**src/rtl/lif_pkg.sv**
```systemverilog
// Shared types and constants for the leaky integrate-and-fire layer.
package lif_pkg;

  typedef enum logic [1:0] {
    IDLE   = 2'd0,
    UPDATE = 2'd1,
    OUTPUT = 2'd2
  } state_t;

  localparam logic RST_ZERO = 1'b0;
  localparam logic RST_SUB  = 1'b1;

  localparam int SHIFT_W = 3;

endpackage

```
**src/rtl/lif_update.sv**
```systemverilog
// Single-channel LIF datapath, purely combinational; time-shared across channels.
// Leak by shift, saturating integrate, threshold fire, reset and refractory bookkeeping.
module lif_update
  import lif_pkg::*;
#(
  parameter int WIDTH    = 8,
  parameter int REFRAC_W = 4
) (
  input  logic [WIDTH-1:0]    mem,
  input  logic [WIDTH-1:0]    current,
  input  logic [REFRAC_W-1:0] refrac_cnt,
  input  logic [WIDTH-1:0]    threshold,
  input  logic [SHIFT_W-1:0]  decay_shift,
  input  logic                reset_mode,
  input  logic [REFRAC_W-1:0] refrac_period,
  output logic [WIDTH-1:0]    mem_next,
  output logic                spike,
  output logic [REFRAC_W-1:0] refrac_next
);

  logic [WIDTH-1:0] leaked;
  logic [WIDTH-1:0] eff;
  logic [WIDTH:0]   sum;
  logic [WIDTH-1:0] sum_sat;
  logic             refractory;

  // A shift of zero removes the whole membrane, giving a full leak.
  assign leaked     = mem - (mem >> decay_shift);
  assign refractory = (refrac_cnt != '0);
  assign eff        = refractory ? '0 : current;
  assign sum        = {1'b0, leaked} + {1'b0, eff};
  assign sum_sat    = sum[WIDTH] ? '1 : sum[WIDTH-1:0];
  assign spike      = !refractory && (sum_sat >= threshold);

  always_comb begin
    mem_next    = sum_sat;
    refrac_next = refractory ? (refrac_cnt - REFRAC_W'(1)) : '0;
    if (spike) begin
      refrac_next = refrac_period;
      case (reset_mode)
        RST_ZERO: mem_next = '0;
        RST_SUB:  mem_next = sum_sat - threshold;
        default:  mem_next = '0;
      endcase
    end
  end

endmodule

```
**src/rtl/lif_layer.sv**
```systemverilog
// Layer of CHANNELS LIF neurons, one channel per cycle; result CHANNELS+1 cycles after accept, held until out_ready.
// Refractory counters exist only when LIF_REFRACTORY_EN is defined; otherwise refrac_period is ignored.
module lif_layer
  import lif_pkg::*;
#(
  parameter int WIDTH    = 8,
  parameter int CHANNELS = 4,
  parameter int REFRAC_W = 4
) (
  input  logic                      clk,
  input  logic                      rst_n,
  input  logic                      in_valid,
  output logic                      in_ready,
  input  logic [CHANNELS*WIDTH-1:0] in_current,
  input  logic [WIDTH-1:0]          threshold,
  input  logic [SHIFT_W-1:0]        decay_shift,
  input  logic                      reset_mode,
  input  logic [REFRAC_W-1:0]       refrac_period,
  output logic                      out_valid,
  input  logic                      out_ready,
  output logic [CHANNELS-1:0]       out_spikes,
  output logic [CHANNELS*WIDTH-1:0] out_mem
);

  localparam int IDX_W = (CHANNELS > 1) ? $clog2(CHANNELS) : 1;
  localparam logic [IDX_W-1:0] LAST_IDX = IDX_W'(CHANNELS - 1);

  state_t                    state;
  logic [IDX_W-1:0]          idx;
  logic [CHANNELS*WIDTH-1:0] cur_q;
  logic [WIDTH-1:0]          thr_q;
  logic [SHIFT_W-1:0]        k_q;
  logic                      mode_q;
  logic [WIDTH-1:0]          mem [CHANNELS];
  logic [CHANNELS-1:0]       spk_acc;

  logic [WIDTH-1:0]          mem_next;
  logic                      spike;
  logic [REFRAC_W-1:0]       cnt_sel;
  logic [REFRAC_W-1:0]       per_sel;
  logic [REFRAC_W-1:0]       refrac_next;
  logic [CHANNELS*WIDTH-1:0] mem_view;
  logic [CHANNELS-1:0]       spk_view;

`ifdef LIF_REFRACTORY_EN
  logic [REFRAC_W-1:0] per_q;
  logic [REFRAC_W-1:0] refrac [CHANNELS];

  assign cnt_sel = refrac[idx];
  assign per_sel = per_q;

  always_ff @(posedge clk or negedge rst_n) begin
    if (!rst_n) begin
      per_q <= '0;
      for (int i = 0; i < CHANNELS; i++) refrac[i] <= '0;
    end else begin
      if (state == IDLE && in_valid && in_ready) per_q <= refrac_period;
      if (state == UPDATE) refrac[idx] <= refrac_next;
    end
  end
`else
  logic unused_refrac;

  assign cnt_sel       = '0;
  assign per_sel       = '0;
  assign unused_refrac = ^{refrac_period, refrac_next};
`endif

  lif_update #(
    .WIDTH    (WIDTH),
    .REFRAC_W (REFRAC_W)
  ) u_update (
    .mem           (mem[idx]),
    .current       (cur_q[idx*WIDTH +: WIDTH]),
    .refrac_cnt    (cnt_sel),
    .threshold     (thr_q),
    .decay_shift   (k_q),
    .reset_mode    (mode_q),
    .refrac_period (per_sel),
    .mem_next      (mem_next),
    .spike         (spike),
    .refrac_next   (refrac_next)
  );

  // Full post-update view including the channel being written this cycle.
  always_comb begin
    mem_view = '0;
    spk_view = spk_acc;
    for (int i = 0; i < CHANNELS; i++) mem_view[i*WIDTH +: WIDTH] = mem[i];
    mem_view[idx*WIDTH +: WIDTH] = mem_next;
    spk_view[idx] = spike;
  end

  always_ff @(posedge clk or negedge rst_n) begin
    if (!rst_n) begin
      state      <= IDLE;
      in_ready   <= 1'b1;
      out_valid  <= 1'b0;
      out_spikes <= '0;
      out_mem    <= '0;
      idx        <= '0;
      cur_q      <= '0;
      thr_q      <= '0;
      k_q        <= '0;
      mode_q     <= RST_ZERO;
      spk_acc    <= '0;
      for (int i = 0; i < CHANNELS; i++) mem[i] <= '0;
    end else begin
      case (state)
        IDLE: begin
          if (in_valid && in_ready) begin
            cur_q    <= in_current;
            thr_q    <= threshold;
            k_q      <= decay_shift;
            mode_q   <= reset_mode;
            idx      <= '0;
            in_ready <= 1'b0;
            state    <= UPDATE;
          end
        end
        UPDATE: begin
          mem[idx]     <= mem_next;
          spk_acc[idx] <= spike;
          idx          <= idx + IDX_W'(1);
          if (idx == LAST_IDX) begin
            idx        <= '0;
            out_mem    <= mem_view;
            out_spikes <= spk_view;
            out_valid  <= 1'b1;
            state      <= OUTPUT;
          end
        end
        OUTPUT: begin
          if (out_ready) begin
            out_valid <= 1'b0;
            in_ready  <= 1'b1;
            state     <= IDLE;
          end
        end
        default: begin
          out_valid <= 1'b0;
          in_ready  <= 1'b1;
          state     <= IDLE;
        end
      endcase
    end
  end

endmodule

```
**config.mk**
```make
export PLATFORM = sky130hd
export DESIGN_NAME = lif_layer
export DESIGN_NICKNAME = d
export VERILOG_FILES = /design/src/rtl/lif_pkg.sv /design/src/rtl/lif_update.sv /design/src/rtl/lif_layer.sv
export SDC_FILE = /design/constraint.sdc
export NUM_CORES = 1
export LEC_CHECK = 0
export ABC_AREA = 1
export CAP_MARGIN = 5
export CELL_PAD_IN_SITES_DETAIL_PLACEMENT = 1
export CELL_PAD_IN_SITES_GLOBAL_PLACEMENT = 2
export CORE_AREA = 2 2 191 118
export DETAILED_ROUTE_END_ITERATION = 6
export DIE_AREA = 0 0 193 120
export PLACE_DENSITY = 0.8
export SLEW_MARGIN = 20
export SYNTH_ARGS = -nofsm -noshare
export SYNTH_HDL_FRONTEND = slang
export SYNTH_SLANG_ARGS = --single-unit
```
**constraint.sdc**
```tcl
create_clock -name clk -period 6 [get_ports clk]
set_input_delay 1.8 -clock clk [delete_from_list [all_inputs] [get_ports clk]]
set_output_delay 1.8 -clock clk [all_outputs]
set_load 0.05 [all_outputs]
```
After elaboration in Yosys (flattened, before gate mapping)
Cells that the tools add are included.
{"block": "classes", "add_sub_neg": 5, "n_mul": 0, "div_mod_pow": 0, "n_lt_le_gt_ge": 5, "n_eq_ne": 6, "n_shift": 4, "mux": 26, "bitwise_logic": 4, "reduce_logical": 11}
{"op": "32-bit bitwise mux", "count": 2}
{"op": "8-bit two-way mux", "count": 5}
{"op": "5-bit negation with 34-bit output", "count": 1}
{"op": "8-bit by 34-bit variable shift with 32-bit output, first input constant", "count": 1}
{"op": "8-bit by 34-bit indexed part select with 32-bit output", "count": 1}
{"op": "32-bit by 6-bit indexed part select with 8-bit output", "count": 1}
{"op": "8-bit binary-select mux with 2-bit select", "count": 1}
{"op": "8-bit demux with 2-bit select", "count": 1}
{"op": "8-bit one-hot mux with 2 select lines", "count": 1}
{"op": "8-bit subtractor", "count": 2}
{"op": "2-bit two-way mux", "count": 5}
{"op": "8-bit by 8-bit adder with 9-bit output", "count": 1}
{"op": "3-bit AND reduction", "count": 3}
{"op": "8-bit greater-or-equal comparator", "count": 1}
{"op": "8-bit by 3-bit >> shifter with 8-bit output", "count": 1}
{"op": "2-bit != test, second input constant", "count": 3}
{"op": "1-bit one-hot mux with 3 select lines", "count": 2}
{"op": "2-bit one-hot mux with 3 select lines", "count": 1}
{"op": "2-bit AND reduction", "count": 3}
{"op": "1-bit two-way mux", "count": 5}
{"op": "4-bit bitwise mux", "count": 1}
{"op": "2-bit == test, second input constant", "count": 2}
{"op": "2-bit one-hot mux with 2 select lines", "count": 1}
{"op": "3-bit greater-or-equal comparator, second input constant", "count": 1}
{"op": "11 further kinds", "count": 15}
{"block": "word_totals", "ff_bits": 122, "latchBits": 0, "ramBits": 0, "romBits": 0, "in_bits": 52, "out_inout_bits": 38, "elab_cells": 76, "memories": 0}

Logic depth before layout (Yosys ltp)
{"block": "depth", "depth_word": 13, "mapped_depth": 43, "ltp_nobuf": 41}

Modules after synthesis
Synthesis repeated with hierarchy kept, for this count alone.
{"block": "unflattened", "cells_unflattened": 1087, "hier_area_um2": 7651.1}
{"mod": "lif_layer", "instances": 1, "cells_each": 778, "area_each_um2": 6034.5, "seq_area_each_um2": 3029.2}
{"mod": "lif_update", "instances": 1, "cells_each": 309, "area_each_um2": 1616.6, "seq_area_each_um2": 0.0}

Worst setup path after synthesis
Ideal clock, no wire load.
{"block": "synth_timing", "path_kind": "register to register", "startpoint": "reg idx[0]", "endpoint": "reg mem[4] (netlist name)", "setup_time_ps": 130, "arrival_ps": 4951, "t_required_ps": 5870, "setup_slack_ps": 920, "path_stages_with_launch": 41, "n_path_buf": 3, "synth_period_minus_slack_ps": 5080, "cell_sequence": "dfrtp_1 buf_4 inv_4 buf_2 o21ai_0 o22ai_1 nand2_1 o21ai_0 o21ai_0 o21ai_1 ha_1 inv_1 fa_1 nand3_1 nand2_1 nand2_1 nand2_1 a21oi_1 (+5 left out) nand2_1 nor2_8 nand2_1 inv_1 ha_1 inv_1 fa_1 nand2_1 nand2_1 nand2_2 nand2_2 nand2_4 nand2_4 buf_6 o21ai_2 inv_2 nand2_1 o21ai_0"}
{"block": "synth_between", "elab_chain_cells": 12, "elab_cells_between_ends": 19, "classes_between": "3 x add/sub; 3 x order compare; 2 x shift; 9 x mux; 1 x bitwise; 1 x reduce/logical"}
{"element": "start, declared", "line_no": "lif_layer.sv:29", "text": "logic [IDX_W-1:0] idx;"}
{"element": "start signal, assigned", "line_no": "lif_layer.sv:124", "text": "idx <= idx + IDX_W'(1);"}
{"element": "2-bit NOT with 3-bit output (not written as such)", "line_no": "lif_layer.sv:73, lif_layer.sv:122"}
{"element": "8-bit binary-select mux with 2-bit select", "line_no": "lif_layer.sv:73", "text": ".mem (mem[idx]),"}
{"element": "8-bit two-way mux (not written as such) (2 in a row)", "line_no": "lif_layer.sv:73"}
{"element": "8-bit by 3-bit >> shifter with 8-bit output", "line_no": "lif_update.sv:28", "text": "assign leaked = mem - (mem >> decay_shift);"}
{"element": "8-bit subtractor", "line_no": "lif_update.sv:28"}
{"element": "8-bit by 8-bit adder with 9-bit output", "line_no": "lif_update.sv:31", "text": "assign sum = {1'b0, leaked} + {1'b0, eff};"}
{"element": "8-bit two-way mux", "line_no": "lif_update.sv:32", "text": "assign sum_sat = sum[WIDTH] ? '1 : sum[WIDTH-1:0];"}
{"element": "8-bit subtractor", "line_no": "lif_update.sv:42", "text": "RST_SUB: mem_next = sum_sat - threshold;"}
{"element": "8-bit one-hot mux with 2 select lines", "line_no": "lif_update.sv:40", "text": "case (reset_mode)"}
{"element": "8-bit two-way mux", "line_no": "lif_update.sv:38", "text": "if (spike) begin"}
{"element": "32-bit bitwise mux (*)", "line_no": "lif_layer.sv:122", "text": "mem[idx] <= mem_next;"}
{"element": "end signal, assigned by index", "line_no": "lif_layer.sv:122"}
{"element": "end, declared", "line_no": "lif_layer.sv:34", "text": "logic [WIDTH-1:0] mem [CHANNELS];"}
Every way passes the cells marked *; elsewhere a longest branch is shown, timed or not. The select of a mux whose other input is x is not followed.
A chain may end at the register's enable or synchronous reset.

Final worst setup path
{"block": "layout_timing", "startpoint": "reg idx[0]", "endpoint": "reg out_mem[30]"}
{"block": "layout_between", "elab_chain_cells": 13, "elab_cells_between_ends": 19, "classes_between": "4 x add/sub; 1 x order compare; 1 x eq/ne; 4 x shift; 7 x mux; 1 x bitwise; 1 x reduce/logical"}
{"element": "2-bit NOT with 3-bit output (not written as such)", "line_no": "lif_layer.sv:73"}
{"element": "8-bit binary-select mux with 2-bit select", "line_no": "lif_layer.sv:73"}
{"element": "8-bit two-way mux (not written as such) (2 in a row)", "line_no": "lif_layer.sv:73"}
{"element": "8-bit by 3-bit >> shifter with 8-bit output", "line_no": "lif_update.sv:28"}
{"element": "8-bit subtractor", "line_no": "lif_update.sv:28"}
{"element": "8-bit by 8-bit adder with 9-bit output", "line_no": "lif_update.sv:31"}
{"element": "8-bit two-way mux", "line_no": "lif_update.sv:32"}
{"element": "8-bit subtractor", "line_no": "lif_update.sv:42"}
{"element": "8-bit one-hot mux with 2 select lines", "line_no": "lif_update.sv:40"}
{"element": "8-bit two-way mux", "line_no": "lif_update.sv:38"}
{"element": "8-bit by 34-bit indexed part select with 32-bit output", "line_no": "lif_layer.sv:90", "text": "mem_view[idx*WIDTH +: WIDTH] = mem_next;"}
{"element": "32-bit bitwise mux", "line_no": "lif_layer.sv:90"}
{"element": "end signal, assigned", "line_no": "lif_layer.sv:127", "text": "out_mem <= mem_view;"}
{"element": "end, declared", "line_no": "lif_layer.sv:22", "text": "output logic [CHANNELS*WIDTH-1:0] out_mem"}
Parallel ways exist; a longest one is shown, timed or not. The select of a mux whose other input is x is not followed.

==> impl_metrics.yaml <==
hold_path:
  timing.hold.worst_path_depth: 1
  hold_path_class: "flop to flop"
timing:
  setup-violations-final: 0
  setup_slack_ns: 0.427
  finalClockSkew_ns: 0.00832
  timing.final.crit_share_pct: 92.9
  finalMaxSlewViolations: 0
  finalHoldViolCount: 0
  finalCriticalPeriod_ns: 5.57
  worst-slew-pin-transition_ns: 0.991
  slew_headroom_pct: 33.9
  timing.fmax_ghz: 0.179
worst_setup_path:
  path_common_cell: "sky130_fd_sc_hd__nand2_1"
  critical_path.max_fanout: 13
  worst_ep_required_time_ns: 6.34
  worstSetupPathType: "flop to flop"
  slowest_stage: "sky130_fd_sc_hd__dfrtp_2"
  worstSetupStartpointType: "flop"
  setup.worst_path.end_class: "flop"
  r2r.worst_path.cells: 38
  cp_data_arrival_time_ns: 5.91
  max_incr_delay_on_cp_ns: 0.42
synth:
  synth-edff-count: 0
  synth-adder-area-share_pct: 6.11
  synth-async-reset-ratio_pct: 100
  synth-xor-area-share_pct: 1.01
  synthSimpleGateAreaFrac_pct: 20.7
  synth_top_family_by_area: "simple AND/OR/NAND/NOR gates"
  syn-instance-count: 833
  synth_nets: 917
  synthesized_cell_area_mm2: 0.00693
  synth_ff_type: "sky130_fd_sc_hd__dfrtp_1"
  ys_types: 42
  yosys-mux-area-fraction_pct: 5.36
  synth_area_per_cell_um2: 8.32
  synth_compound_gate_area_share_pct: 15.8
  synth_seq_cells: 121
  ys_warn_count: 0
  yosysSeqAreaShare_pct: 43.7
global_route:
  busiest_layer: "met1"
  grt_pass1_wl_mm: 36.8
  initial_antenna_violation_count: 0
  grt_pass1_vias: 6283
  grt_util_all_layers_pct: 21.3
  gr-usage-met2_pct: 28.1
  grt_use_met3_pct: 5.76
  grt_overflow_total: 0
  grt_max_degree: 72
  global_route.usage.met1_pct: 33.8
clocking:
  ctsHoldBuffers: 0
  clk_pin_slew_ns: 0.06
  numCtsBuffers: 17
  cts-root-to-sink-buffers: 2
  cts_tree: "yes"
  cts.sinks: 121
  clock-root-buffer: "sky130_fd_sc_hd__clkbuf_16"
  cts-htree-levels: 4
  clock_insertion_delay_worst_skew_ns: 0.43
route:
  wl_per_cell_um: 18.8
  drtPass1Iterations: 5
  vias: 6155
  postRouteAntennaNets: 0
  route.detailed.vias_per_inst: 5.05
  drc_errors: 0
  route.final.wire_length_mm: 23.0
  drt_iter0_drc: 343
floorplan:
  die_h_um: 120
  design.die.area_mm2: 0.0232
  design.portCount: 90
  core_outline_area_mm2: 0.0215
  fp.dieW_um: 193
  std_cell_rows: 42
  initial_utilization_pct: 32.1
layout:
  diode_insertion_count_for_antenna_repair: 0
  post_route_cells_drive_above_1_share_pct: 15.2
  num-nets-final: 1007
  areaGrowthSynthToFinish_pct: 27.5
place:
  hpwlAfterDp_mm: 16.7
  finalWeightedCongestion: 0.836
  post-place-ws_ns: 0.253
  port-buffer-count: 85
job:
  max_cap_viol_count: 0
run_status:
  run_status: "finished, final reports clean"
cell usage in the layout (no fill, tap or decap), types with 4 or more instances in the layout:
cell and n:
sky130_fd_sc_hd__a21boi_1 11, sky130_fd_sc_hd__nor2_1 54, sky130_fd_sc_hd__inv_1 79, sky130_fd_sc_hd__a21oi_2 4, sky130_fd_sc_hd__o21ai_2 4, sky130_fd_sc_hd__or2_2 19, sky130_fd_sc_hd__nand2_1 174, sky130_fd_sc_hd__nand3_1 38
sky130_fd_sc_hd__inv_2 4, sky130_fd_sc_hd__buf_4 21, sky130_fd_sc_hd__o22ai_1 11, sky130_fd_sc_hd__a2bb2oi_1 8, sky130_fd_sc_hd__clkdlybuf4s50_1 84, sky130_fd_sc_hd__mux2_2 33, sky130_fd_sc_hd__nand4_1 13, sky130_fd_sc_hd__dfrtp_1 119
sky130_fd_sc_hd__or2_1 4, sky130_fd_sc_hd__a21oi_1 57, sky130_fd_sc_hd__o21ai_0 65, sky130_fd_sc_hd__ha_1 29, sky130_fd_sc_hd__clkbuf_16 17, sky130_fd_sc_hd__xnor2_1 5, sky130_fd_sc_hd__nand2_4 6, sky130_fd_sc_hd__clkbuf_8 5
sky130_fd_sc_hd__o211ai_1 8, sky130_fd_sc_hd__o21ai_1 17
path summary, 6_finish.rpt:
kind | end | slack [ns] | from
max reg2reg | out_mem[30] | 0.43 | idx[0]
min | cur_q[20] | 0.50 | cur_q[20]
min in group asynchronous | thr_q[7] | 1.49 | rst_n
max in group asynchronous | out_mem[12] | 3.49 | rst_n
min reg2reg | cur_q[20] | 0.50 | cur_q[20]
max | out_mem[30] | 0.43 | idx[0]
worst max-delay path, delay by kind of cell, from the launching register on:
kind / cells / cell delay (ns)
buf+inv: 6 / 0.68
xor+xnor: 1 / 0.15
compound gates: 6 / 0.98
fa+ha+maj: 4 / 1.19
flops: 1 / 0.42
simple gates: 21 / 2.05
area by class of cell:
type                    instances  area (um2)
inverters                      88         340
well taps                     286         358
clock buffers                  23         498
multi-input cells             589        3500
clock inverters                 7        91.3
fillers                      2572       12700
repair buffers                106        1010
flip-flops and latches        121        3030
per-layer routing:
metal,part of all wire [%],routed length [um]
met1,54,12500
met3,6.2,1430
met4,0.76,174
met2,39,8890
met5,0,0
sequential cells by signal, indices dropped and copies added (netlist names):
register    flops
cur_q          32
out_spikes      4
spk_acc         3
out_valid       1
idx             2
thr_q           8
in_ready        1
out_mem        32
state           2
mode_q          1
mem            32
k_q             3
stage by stage:
step                      TNS [ns]  utilization [%]  instances  area [um2]  hold WS, ns
final                            0             41.0       1220        8830        0.499
after detailed placement         0             37.7       1189        8130        0.489
after floorplan                  0                -        833        6930        0.454
after global routing      -0.00342             41.0       1220        8830        0.516
after CTS                        0             40.4       1219        8710        0.502
after global placement           0             37.7       1189        8130        0.470
cell usage after synthesis, types with 2 or more instances:
library cell	n	share of area, %
sky130_fd_sc_hd__nand2_1	174	9.4
sky130_fd_sc_hd__dfrtp_1	120	43
sky130_fd_sc_hd__inv_1	80	4.3
sky130_fd_sc_hd__o21ai_0	68	4.9
sky130_fd_sc_hd__a21oi_1	60	4.3
sky130_fd_sc_hd__nor2_1	54	2.9
sky130_fd_sc_hd__nand3_1	39	2.8
sky130_fd_sc_hd__mux2_2	33	5.4
sky130_fd_sc_hd__ha_1	29	5.2
sky130_fd_sc_hd__or2_2	19	1.7
sky130_fd_sc_hd__clkbuf_1	16	0.87
sky130_fd_sc_hd__o21ai_1	16	1.2
sky130_fd_sc_hd__nand4_1	13	1.2
sky130_fd_sc_hd__a21boi_1	12	1.3
sky130_fd_sc_hd__o22ai_1	12	1.1
sky130_fd_sc_hd__buf_2	10	0.72
sky130_fd_sc_hd__a2bb2oi_1	8	1.0
sky130_fd_sc_hd__o211ai_1	8	0.87
sky130_fd_sc_hd__buf_1	6	0.33
sky130_fd_sc_hd__nand2_2	6	0.54
sky130_fd_sc_hd__o21ai_2	5	0.63
sky130_fd_sc_hd__xnor2_1	5	0.63
sky130_fd_sc_hd__nor2_2	4	0.36
sky130_fd_sc_hd__or2_1	4	0.36
sky130_fd_sc_hd__clkinv_1	3	0.16
sky130_fd_sc_hd__fa_1	3	0.87
sky130_fd_sc_hd__inv_2	3	0.16
sky130_fd_sc_hd__nand2_4	3	0.49
sky130_fd_sc_hd__nand3b_1	3	0.33
sky130_fd_sc_hd__xor2_1	3	0.38
sky130_fd_sc_hd__buf_6	2	0.33
sky130_fd_sc_hd__nor3_1	2	0.14
what timing repair did:
item / in CTS / in global routing
endpoints found under the setup margin: 0 / 64
resized for setup: 0 / 26
buffers inserted: 0 / 1
cells by family after synthesis:
logic type	Yosys count
flip-flops	121
buffers and inverters	123
AND/OR/NAND/NOR	323
XOR/XNOR	8
AO/OA/AOI/OAI	193
multiplexers	33
adder cells (fa/ha/maj)	32
Power is not shown: default switching activity piles up to over one toggle a cycle in this logic, so the estimate is an artifact.
